### config.mk
export PLATFORM = sky130hd
export DESIGN_NAME = fnd_digit_driver
export DESIGN_NICKNAME = d
export VERILOG_FILES = /design/src/rtl/fnd_digit_driver.sv
export SDC_FILE = /design/constraint.sdc
export NUM_CORES = 1
export LEC_CHECK = 0
export BUFFER_PORTS_ARGS = -buffer_cell sky130_fd_sc_hd__buf_2
export CORE_UTILIZATION = 62
export DETAILED_ROUTE_END_ITERATION = 7
export PLACE_DENSITY = 0.92
export SYNTH_ARGS = -nofsm -noshare
export SYNTH_HDL_FRONTEND = slang
export SYNTH_SLANG_ARGS = --single-unit
### constraint.sdc
create_clock -name clk -period 4.2 [get_ports clk]
set_input_delay 0.42 -clock clk [delete_from_list [all_inputs] [get_ports clk]]
set_output_delay 0.42 -clock clk [all_outputs]
set_load 0.01 [all_outputs]
### src/rtl/fnd_digit_driver.sv
// rtl/fnd_digit_driver.sv - 6-digit FND output stage: dead-time blanking, double-buffered data, leading-zero suppression
module fnd_digit_driver #(
    parameter int BLANK_CYCLES = 4,
    parameter bit LZ_EN        = 1'b1
) (
    input  logic        clk,
    input  logic        reset,
    input  logic [2:0]  i_sel,
    input  logic [23:0] i_bcd,
    input  logic [5:0]  i_dp,
    input  logic        i_load,
    output logic [5:0]  o_an,
    output logic [7:0]  o_seg
);

    typedef enum logic [1:0] {
        ST_BLANK,
        ST_DRIVE,
        ST_OFF
    } state_t;

    localparam logic [7:0] CNT_INIT = 8'(BLANK_CYCLES - 1);

    logic [2:0]  r_sel_d;
    state_t      state;
    logic [7:0]  cnt;
    logic [23:0] pend_bcd;
    logic [5:0]  pend_dp;
    logic        pend_valid;
    logic [23:0] disp_bcd;
    logic [5:0]  disp_dp;

    logic        change;
    logic        sel_valid;
    logic        swap;
    logic [5:0]  lead_zero;
    logic        zero_run;
    logic [3:0]  sel_digit;
    logic        sel_dp;
    logic        sel_lz;
    logic [6:0]  seg7;
    logic [5:0]  drive_an;
    logic [7:0]  drive_seg;

    assign change    = (i_sel != r_sel_d);
    assign sel_valid = (i_sel <= 3'd5);
    assign swap      = change && (i_sel == 3'd0);

    // Leading-zero run is scanned from digit 5 down; digit 0 is never suppressed.
    always_comb begin
        lead_zero = '0;
        zero_run  = LZ_EN;
        for (int n = 5; n >= 1; n--) begin
            zero_run     = zero_run && (disp_bcd[4*n +: 4] == 4'h0);
            lead_zero[n] = zero_run;
        end
    end

    always_comb begin
        sel_digit = 4'h0;
        sel_dp    = 1'b0;
        sel_lz    = 1'b0;
        for (int n = 0; n < 6; n++) begin
            if (i_sel == 3'(n)) begin
                sel_digit = disp_bcd[4*n +: 4];
                sel_dp    = disp_dp[n];
                sel_lz    = lead_zero[n];
            end
        end
    end

    always_comb begin
        case (sel_digit)
            4'd0:    seg7 = 7'h40;
            4'd1:    seg7 = 7'h79;
            4'd2:    seg7 = 7'h24;
            4'd3:    seg7 = 7'h30;
            4'd4:    seg7 = 7'h19;
            4'd5:    seg7 = 7'h12;
            4'd6:    seg7 = 7'h02;
            4'd7:    seg7 = 7'h78;
            4'd8:    seg7 = 7'h00;
            4'd9:    seg7 = 7'h10;
            default: seg7 = 7'h3F;
        endcase
        if (sel_lz) begin
            seg7 = 7'h7F;
        end
        drive_seg = {~sel_dp, seg7};
        drive_an  = sel_valid ? ~(6'b000001 << i_sel) : 6'h3F;
    end

    // Outputs are registered from the next state, so the blank window starts on the change edge.
    always_ff @(posedge clk) begin
        if (reset) begin
            r_sel_d <= 3'd0;
            state   <= ST_BLANK;
            cnt     <= CNT_INIT;
            o_an    <= 6'h3F;
            o_seg   <= 8'hFF;
        end else begin
            r_sel_d <= i_sel;
            if (change) begin
                state <= sel_valid ? ST_BLANK : ST_OFF;
                cnt   <= CNT_INIT;
                o_an  <= 6'h3F;
                o_seg <= 8'hFF;
            end else begin
                case (state)
                    ST_BLANK: begin
                        if (cnt == 8'd0) begin
                            state <= ST_DRIVE;
                            o_an  <= drive_an;
                            o_seg <= drive_seg;
                        end else begin
                            cnt   <= cnt - 8'd1;
                            o_an  <= 6'h3F;
                            o_seg <= 8'hFF;
                        end
                    end
                    ST_DRIVE: begin
                        o_an  <= drive_an;
                        o_seg <= drive_seg;
                    end
                    default: begin
                        o_an  <= 6'h3F;
                        o_seg <= 8'hFF;
                    end
                endcase
            end
        end
    end

    // A load coinciding with the frame swap bypasses the pending buffer.
    always_ff @(posedge clk) begin
        if (reset) begin
            pend_bcd   <= 24'h0;
            pend_dp    <= 6'h0;
            pend_valid <= 1'b0;
            disp_bcd   <= 24'h0;
            disp_dp    <= 6'h0;
        end else if (swap) begin
            pend_valid <= 1'b0;
            if (i_load) begin
                disp_bcd <= i_bcd;
                disp_dp  <= i_dp;
            end else if (pend_valid) begin
                disp_bcd <= pend_bcd;
                disp_dp  <= pend_dp;
            end
        end else if (i_load) begin
            pend_bcd   <= i_bcd;
            pend_dp    <= i_dp;
            pend_valid <= 1'b1;
        end
    end

endmodule

==> results_dict.tcl <==
set metrics [dict create \
    grt_use_total 0.256 \
    gp_congestion 0.797 \
    clk_pin_slew_ps 80 \
    htree_num_levels 3 \
    ys.flop_type "dfxtp_1" \
    core_area_um2 5990 \
    maxCapViolCount 0 \
    min_from "i_dp[0]" \
    r2r_cells 5 \
    start_util 0.652 \
    grt_pass1_wl_um 12900 \
    setup_viol 0 \
    synth_cell_types 53 \
    cts_made_buffers 9 \
    die_area_um2 6620 \
    ys_seq_elements 88 \
    period_share 0.590 \
    fmax_mhz 404 \
    die_w_um 81.4 \
    pwr_density_cell_nw_per_um2 386 \
    slew_viol_final 0 \
    worstMarginPinSlew_ps 1170 \
    r2r_start "r_sel_d[0]" \
    endpoint_kind "flop" \
    ctsResizeCount 0 \
    n_antenna_cell 0 \
    hold_viol_final 0 \
    critical_path_buf_inv_count 1 \
    cts_tree "yes" \
    fp.dieH_um 81.4 \
    startpoint_type "input port" \
    whs_endpoint "pend_dp[0]" \
    critical_path.top_delay_family "simple AND/OR/NAND/NOR gates" \
    area_delta_synth_final_pct 10.2 \
    syn_inst 437 \
    yosysWarnings 0 \
    clock_latency_ps 360 \
    wl_per_cell_um 14.4 \
    synthArstFlopShare 0 \
    layout_commonest_cell "dfxtp_1" \
    synth_fp_nets 479 \
    post-dp-hpwl_um 5240 \
    port_buffers 49 \
    synth-seq-area-share 0.451 \
    reg2reg_slack_ps 1960 \
    antenna_found_initial 0 \
    min_path_type "input port to flop" \
    clock-sinks 88 \
    cts_root_buf "clkbuf_8" \
    wirelength_um 7880 \
    grt_start_max_net_pins 67 \
    viasPerCell 5.70 \
    final_cell_mix "dfxtp_1, nand2_1, nor2_1, buf_2, mux2i_1" \
    setup_tns_ps 0 \
    required_ps 4460 \
    holdPathStages 3 \
    timing.critical_path.arrival_ps 2740 \
    critPathMaxFanout 60 \
    cpPeakStageDelay_ps 890 \
    vdd_drop_max_mv 0.243 \
    fin_cells 548 \
    postCtsSetupRepairBufs 0 \
    timing.rr.end "disp_bcd[4]" \
    dp.cells 532 \
    grt_remaining_overflow 0 \
    timing.slew.headroom 0.219 \
    path_cells "buf_2 -> xnor2_1 -> a31o_2 -> nor2_4 -> nor2_1 -> a211oi_1" \
    crit_slowest_cell "nor2_4" \
    rsz0062_at_grt "no" \
    rows 28 \
    holdWs_ps 300 \
    dr.pass1.iters 4 \
    num_vias 3124 \
    finalNetCount 510 \
    syn_area_um2 3900 \
    setup.worst_path.class "input port to flop" \
    cts_hold_buf 0 \
    power.leakage_nw 1.69 \
    drtIter0Drc 218 \
    synth_edf_count 0 \
    cts_buffer_depth 2 \
    syn-mean-instance-area_um2 8.94 \
    grt_pass1_vias 2941 \
    drive_gt1_frac 0.173 \
    io_pins 50 \
    final_antenna_net_count 0 \
    min_period_ps 2480 \
    drc_errors 0 \
    fin_skew_ps 5.70 \
    path_depth 6 \
    status "finished clean" \
]
-- area by class of cell --
| class | instances | area, um2 |
|---|---|---|
| clock inverters | 3 | 40.0 |
| well taps | 75 | 93.8 |
| clock buffers | 13 | 159 |
| inverters | 6 | 22.5 |
| fillers | 453 | 1690 |
| multi-input cells | 313 | 1970 |
| repair buffers | 50 | 253 |
| flip-flops and latches | 88 | 1760 |
-- power breakdown --
group | leakage (nW) | total [mW] | internal, mW | switching, mW
Clock | 0.103 | 0.591 | 0.306 | 0.285
Combinational | 0.868 | 0.181 | 0.0723 | 0.109
Sequential | 0.719 | 0.887 | 0.867 | 0.0198
-- per-layer routing --
metal / global-route usage / up-vias / part of all wire
li1: - / 1583 / -
met1: 0.306 / 1453 / 0.43
met2: 0.440 / 79 / 0.51
met3: 0.0438 / 9 / 0.048
met4: 0.129 / 0 / 0.013
met5: 0 / - / 0
-- registers in the layout, summed over array words and instances, names as in the netlist --
signal and flops:
r_sel_d 3, cnt 8, o_an 6, disp_bcd 24, state 2, o_seg 8
pend_valid 1, pend_bcd 24, disp_dp 6, pend_dp 6
-- worst max-delay path by stage --
stage / startpoint / to / slack, ps
after global placement: i_sel[0] / o_seg[3] / 1600
after CTS: i_sel[0] / disp_dp[3] / 1740
after detailed placement: i_sel[0] / disp_dp[3] / 1380
after floorplan: i_sel[1] / o_seg[3] / 2060
final: i_sel[0] / disp_bcd[4] / 1720
after global routing: i_sel[0] / disp_bcd[17] / 1560
-- synth_stat cells, drive strengths merged (8+ instances only) --
library cell  number  area share
a211oi            33       0.065
a21oi             37       0.048
buf               16       0.024
clkbuf            14       0.014
dfxtp             88        0.45
mux2i             38       0.097
nand2             71       0.068
nor2              50       0.050
nor3               8       0.014
o21ai              8       0.010
-- cells by family (layout without fill, tap and decap cells) --
logic type                 count (synthesis)  in the layout  share of synthesized area
and+or+nand+nor                          164            164                      0.200
AOI/OAI and AO/OA                         92             92                      0.154
DFF                                       88             88                      0.451
muxes                                     41             41                      0.110
buffers and inverters                     36             72                     0.0436
xor gates and xnor gates                  10             10                     0.0224
adders and majority gates                  6              6                     0.0192
-- worst register-to-register path: cells and delay by family (launching register included) --
family / cells / cell delay [ps]
DFF: 1 / 310
xor gates and xnor gates: 1 / 170
and+or+nand+nor: 2 / 1070
AOI/OAI and AO/OA: 2 / 590
-- through the flow --
stage                     cell area (um2)  utilization  power, mW  worst slack [ps]
after floorplan                      3910            -       1.04              2060
after global routing                 4300        0.718       1.72              1560
after global placement               4100        0.685       1.08              1600
after detailed placement             4100        0.685       1.09              1380
after CTS                            4300        0.718       1.67              1740
final                                4300        0.718       1.66              1720
No activity file was read; power rests on OpenSTA's default activity.
